==> src/rtl/btn_pkg.sv <==
// Shared arbiter state encoding and default timing for the button front end.
package btn_pkg;

  typedef enum logic [1:0] {
    IDLE   = 2'd0,
    HELD_H = 2'd1,
    HELD_L = 2'd2,
    LOCK   = 2'd3
  } arb_state_t;

  localparam int DEF_DEBOUNCE_CYCLES = 250_000;
  localparam int DEF_DB_W            = 18;
  localparam int DEF_REPEAT_CYCLES   = 12_500_000;
  localparam int DEF_RP_W            = 24;

endpackage

==> src/rtl/debounce_channel.sv <==
// One pushbutton channel: 2-FF synchroniser, hold counter, accepted level and
// single-cycle rise/fall strobes aligned with the cycle the level changes.
module debounce_channel #(
  parameter int DEBOUNCE_CYCLES = 4,
  parameter int DB_W            = 3
) (
  input  logic clk,
  input  logic rst_n,
  input  logic raw,
  output logic stable,
  output logic rise,
  output logic fall
);

  logic            sync_1;
  logic            sync_2;
  logic [DB_W-1:0] cnt;
  logic            cnt_done;

  assign cnt_done = (cnt == DB_W'(DEBOUNCE_CYCLES - 1));

  always_ff @(posedge clk) begin
    if (!rst_n) begin
      sync_1 <= 1'b0;
      sync_2 <= 1'b0;
    end else begin
      sync_1 <= raw;
      sync_2 <= sync_1;
    end
  end

  // Any return to the accepted level restarts the count from zero.
  always_ff @(posedge clk) begin
    if (!rst_n) begin
      cnt    <= '0;
      stable <= 1'b0;
      rise   <= 1'b0;
      fall   <= 1'b0;
    end else begin
      rise <= 1'b0;
      fall <= 1'b0;
      if (sync_2 == stable) begin
        cnt <= '0;
      end else if (cnt_done) begin
        stable <= sync_2;
        rise   <= sync_2;
        fall   <= !sync_2;
        cnt    <= '0;
      end else begin
        cnt <= cnt + 1'b1;
      end
    end
  end

endmodule

==> src/rtl/btn_conditioner.sv <==
// Debounces the higher/lower pins and arbitrates them into exclusive one-cycle
// press pulses. Define BTN_REPEAT_EN to build the auto-repeat counter.
module btn_conditioner
  import btn_pkg::*;
#(
  parameter int DEBOUNCE_CYCLES = DEF_DEBOUNCE_CYCLES,
  parameter int DB_W            = DEF_DB_W,
  parameter int REPEAT_CYCLES   = DEF_REPEAT_CYCLES,
  parameter int RP_W            = DEF_RP_W
) (
  input  logic clk,
  input  logic rst_n,
  input  logic btn_higher_raw,
  input  logic btn_lower_raw,
  output logic btn_higher,
  output logic btn_lower,
  output logic lock
);

  logic stable_h, rise_h, fall_h;
  logic stable_l, rise_l, fall_l;
  logic unused_fall;

  arb_state_t state;
  arb_state_t state_nxt;
  logic       pulse_h_d;
  logic       pulse_l_d;

  debounce_channel #(.DEBOUNCE_CYCLES(DEBOUNCE_CYCLES), .DB_W(DB_W)) u_db_higher (
    .clk    (clk),
    .rst_n  (rst_n),
    .raw    (btn_higher_raw),
    .stable (stable_h),
    .rise   (rise_h),
    .fall   (fall_h)
  );

  debounce_channel #(.DEBOUNCE_CYCLES(DEBOUNCE_CYCLES), .DB_W(DB_W)) u_db_lower (
    .clk    (clk),
    .rst_n  (rst_n),
    .raw    (btn_lower_raw),
    .stable (stable_l),
    .rise   (rise_l),
    .fall   (fall_l)
  );

  assign unused_fall = fall_h ^ fall_l;

  always_ff @(posedge clk) begin
    if (!rst_n) state <= IDLE;
    else        state <= state_nxt;
  end

  always_comb begin
    state_nxt = state;
    case (state)
      IDLE: begin
        if (rise_h && rise_l)             state_nxt = LOCK;
        else if (rise_h && !stable_l)     state_nxt = HELD_H;
        else if (rise_l && !stable_h)     state_nxt = HELD_L;
        else if (rise_h || rise_l)        state_nxt = LOCK;
      end
      HELD_H: begin
        if (rise_l)                       state_nxt = LOCK;
        else if (!stable_h && !stable_l)  state_nxt = IDLE;
      end
      HELD_L: begin
        if (rise_h)                       state_nxt = LOCK;
        else if (!stable_h && !stable_l)  state_nxt = IDLE;
      end
      LOCK: begin
        if (!stable_h && !stable_l)       state_nxt = IDLE;
      end
      default: state_nxt = IDLE;
    endcase
  end

`ifdef BTN_REPEAT_EN
  logic [RP_W-1:0] rep_cnt;
  logic            rep_hit;
  logic            held;

  assign held    = (state == HELD_H) || (state == HELD_L);
  assign rep_hit = held && (state_nxt == state) && (rep_cnt == RP_W'(REPEAT_CYCLES - 1));

  // Held in zero through every pulse cycle, so consecutive pulses are
  // REPEAT_CYCLES+1 cycles apart, matching the initial-pulse spacing.
  always_ff @(posedge clk) begin
    if (!rst_n) begin
      rep_cnt <= '0;
    end else if (!held || (state_nxt != state) || btn_higher || btn_lower || rep_hit) begin
      rep_cnt <= '0;
    end else begin
      rep_cnt <= rep_cnt + 1'b1;
    end
  end

  always_comb begin
    pulse_h_d = ((state == IDLE) && (state_nxt == HELD_H)) || (rep_hit && (state == HELD_H));
    pulse_l_d = ((state == IDLE) && (state_nxt == HELD_L)) || (rep_hit && (state == HELD_L));
  end
`else
  logic [31:0] unused_rep_cfg;
  assign unused_rep_cfg = REPEAT_CYCLES ^ RP_W;

  always_comb begin
    pulse_h_d = (state == IDLE) && (state_nxt == HELD_H);
    pulse_l_d = (state == IDLE) && (state_nxt == HELD_L);
  end
`endif

  always_ff @(posedge clk) begin
    if (!rst_n) begin
      btn_higher <= 1'b0;
      btn_lower  <= 1'b0;
    end else begin
      btn_higher <= pulse_h_d;
      btn_lower  <= pulse_l_d;
    end
  end

  assign lock = (state == LOCK);

endmodule
==> config.mk <==
export PLATFORM = sky130hd
export DESIGN_NAME = btn_conditioner
export DESIGN_NICKNAME = d
export VERILOG_FILES = /design/src/rtl/btn_pkg.sv /design/src/rtl/debounce_channel.sv /design/src/rtl/btn_conditioner.sv
export SDC_FILE = /design/constraint.sdc
export NUM_CORES = 1
export LEC_CHECK = 0
export CAP_MARGIN = 20
export CORE_ASPECT_RATIO = 1.2
export CORE_UTILIZATION = 50
export DETAILED_ROUTE_END_ITERATION = 7
export MAX_ROUTING_LAYER = met4
export PLACE_DENSITY = 0.67
export SYNTH_ARGS = -nofsm -noshare
export SYNTH_HDL_FRONTEND = slang
export SYNTH_SLANG_ARGS = --single-unit
export TNS_END_PERCENT = 50
==> constraint.sdc <==
create_clock -name clk -period 2.9 [get_ports clk]
set_input_delay 0.58 -clock clk [delete_from_list [all_inputs] [get_ports clk]]
set_output_delay 0.58 -clock clk [all_outputs]
set_load 0.05 [all_outputs]
==> impl_metrics.toml <==
[logic_synthesis]
synth.most_common_cell = "dfxtp_1"
yosys-top-cells-count = "dfxtp_1 (48), nor2_1 (39), xnor2_1 (23), nand3_1 (15), nor4_1 (10)"
synth_nets = 235
synth_edf_count = 0
synth_top_area_share_pct = 46.4
yosys.area.top_type = "dfxtp_1"
avgSynthCellArea_um2 = 9.05
synth-main-ff-cell = "dfxtp_1"
syn_area_um2 = 2070
yosys-top-cells-area = "dfxtp_1 (46%), xnor2_1 (9.7%), nor2_1 (7.1%), nand3_1 (3.6%), nor4_1 (3.0%)"
seq_area_frac_synth_pct = 46.4
yosys_warnings = 0
synth_cell_types = 34
ys_async_sr_fraction_pct = 0
synthCells = 229
synth_seq_cells = 48

[cells_and_area]
multi_input_area_um2 = 1050
num-nets-final = 244
n_antenna_cell = 0
fin_cells = 293
drive_gt1_share_pct = 6.28
synthToLayoutAreaGrowth_pct = 10.5
nFillCells = 377
seq_area_um2 = 961

[outcome]
status = "complete, no violations"

[power_and_ir_drop]
cellLeakagePower_uw = 0.000685
p_sw_uw = 243
power_uw = 1170
power_density_nw_per_um2 = 512
p_int_uw = 929
power_frac_seq_pct = 56.7
pwr-share-clk_pct = 42.1
p_comb_share_pct = 1.2
p_sw_share_pct = 20.7
irDropWorstVdd_mv = 0.300

[place]
gp_congestion = 0.760
io_buffers = 6
dp.cells = 285
post-place-ws_ns = 0.719
dp_hpwl_um = 2470

[worst_setup_path]
setup.worst_path.class = "flop to primary output"
crit_chain = "inv_1 -> nor2_1 -> clkdlybuf4s50_1"
crit_fanout = 3
cp_slowest_cell = "clkdlybuf4s50_1"
slowest_delay_ns = 0.80
critical_path_buf_inv_count = 2
cp_top_family = "buffers and inverters"
worstPathRequired_ns = 2.32
cp_data_arrival_time_ns = 1.64
cp-end-kind = "primary output"
critPathLaunchType = "flop"

[sta]
worst_slew_pin_slew_ns = 0.660
worst_slack_ns = 0.681
final-max-slew-violation-count = 0
fin_crit_ns = 2.22
rsz0062_at_grt = "false"
finalSetupViolations = 0
finClkSkew_ns = 0.0102
fin_tns_setup_ns = 0
max_slew_margin_pct = 56.0
post-route-period-util_pct = 76.5
hold_ws_ns = 0.443
finalHoldViolCount = 0
fmax_mhz = 451

[floorplanning]
chipWidth_um = 60.8
die_area_um2 = 4410
io_pins = 7
std_cell_rows = 25
start_util_pct = 52.6
dieHeight_um = 72.5
core_area_um2 = 3940

[drt]
drt-initial-drc-count = 74
vias_per_cell = 5.35
ant_nets = 0
drc = 0
wl_per_cell_um = 12.2
routed_wl_um = 3590
vias = 1568
firstDrtPassIters = 4

[clock_network]
numCtsBuffers = 5
clockBufferDepth = 2
tritoncts = "done"
cts_hold_buf = 0
clock_insertion_delay_worst_skew_ns = 0.30
path_clk_slew_ns = 0.09
cts.sinks = 48
cts_resized = 0
postCtsSetupBuffers = 0
root_buffer = "clkbuf_8"
htreeDepth = 2

[global_routing]
grt_pass1_vias = 1391
grt_overflow = 0
grt_pass1_wl_um = 5940
grt_start_max_net_pins = 18
grt_usage_pct = 18.5
antenna_found_initial = 0

[job]
max_cap_viol_count = 0

[hold_path]
min_path_type = "flop to flop"
-- power groups by stage --
stage / sequential [uW] / combinational [uW] / clock, uW
6_report: 664 / 14.5 / 493
5_1_grt: 664 / 16.1 / 530
4_1_cts: 664 / 14.9 / 508
3_5_place_dp: 679 / 14.8 / 0
3_3_place_gp: 679 / 14.6 / 0
2_1_floorplan: 679 / 9.66 / 0
-- registers in the layout, indices dropped and copies added, names as in the netlist --
signal	cells
u_db_lower.sync_1	1
u_db_higher.sync_2	1
u_db_higher.stable	1
u_db_higher.cnt	18
u_db_higher.rise	1
state	2
btn_higher	1
u_db_lower.cnt	18
u_db_lower.rise	1
u_db_lower.stable	1
u_db_lower.sync_2	1
btn_lower	1
u_db_higher.sync_1	1
-- layout by cell type, fill, tap and decap left out, drive strengths merged, types with 5 or more instances in the layout --
cell           Yosys  final
clkbuf             2      5
xnor2             23     23
nand2              9      9
and2               6      6
a21oi              6      6
xor2               6      6
or4                5      5
nor3               7      7
nor2              39     39
nor4              10     10
nand3             15     15
clkdlybuf4s50      0      6
inv                9     10
nand4              7      7
dfxtp             48     48
nor4b              5      5
-- area by class of cell --
type,instances,share of cell area (%)
inverter,9,1.48
multi-input combinational,168,46.0
timing repair buffer,6,2.62
clock buffer,5,3.01
sequential,48,42.0
clock inverter,3,2.02
tap,54,2.95
-- metrics by stage --
| step | utilization, % | cell area, um^2 |
|---|---|---|
| after floorplan | - | 2070 |
| after CTS | 58.1 | 2290 |
| final | 58.1 | 2290 |
| after detailed placement | 55.2 | 2170 |
| after global routing | 58.1 | 2290 |
| after global placement | 55.2 | 2170 |
-- worst paths after layout --
kind	from	endpoint	slack [ns]	depth (start not counted)
max reg2reg	u_db_lower.cnt[0]$_SDFF_PP0_	u_db_lower.cnt[2]$_SDFF_PP0_	0.73	5
max	state[0]$_SDFF_PN0_	lock	0.68	3
min	u_db_lower.sync_1$_SDFF_PN0_	u_db_lower.sync_2$_SDFF_PN0_	0.44	1
min reg2reg	u_db_lower.sync_1$_SDFF_PN0_	u_db_lower.sync_2$_SDFF_PN0_	0.44	1
-- kinds of logic (layout without fill, tap and decap cells) --
logic type	Yosys count	after routing	synth area share [%]
flip-flops	48	48	46.4
adder cells (fa/ha/maj)	2	2	1.21
XOR/XNOR	29	29	12.3
AO/OA/AOI/OAI	15	15	5.44
buffers and inverters	13	23	2.84
AND/OR/NAND/NOR	118	118	30.0
multiplexers	4	4	1.93
-- worst register-to-register path, cell delays in order (launching register included) --
cell,delay (ns)
dfxtp_1,0.38
ha_1,0.22
nand3_1,0.18
or4_1,0.57
o21ai_2,0.57
nor2_1,0.12
-- layer usage --
metal,up-vias,share of wire (%),track usage [%]
met5,-,0,-
met4,0,2.4,9.09
met3,8,2.3,4.99
met2,16,47,27.8
met1,724,48,22.5
li1,820,-,-
No activity file was read; power rests on OpenSTA's default activity.
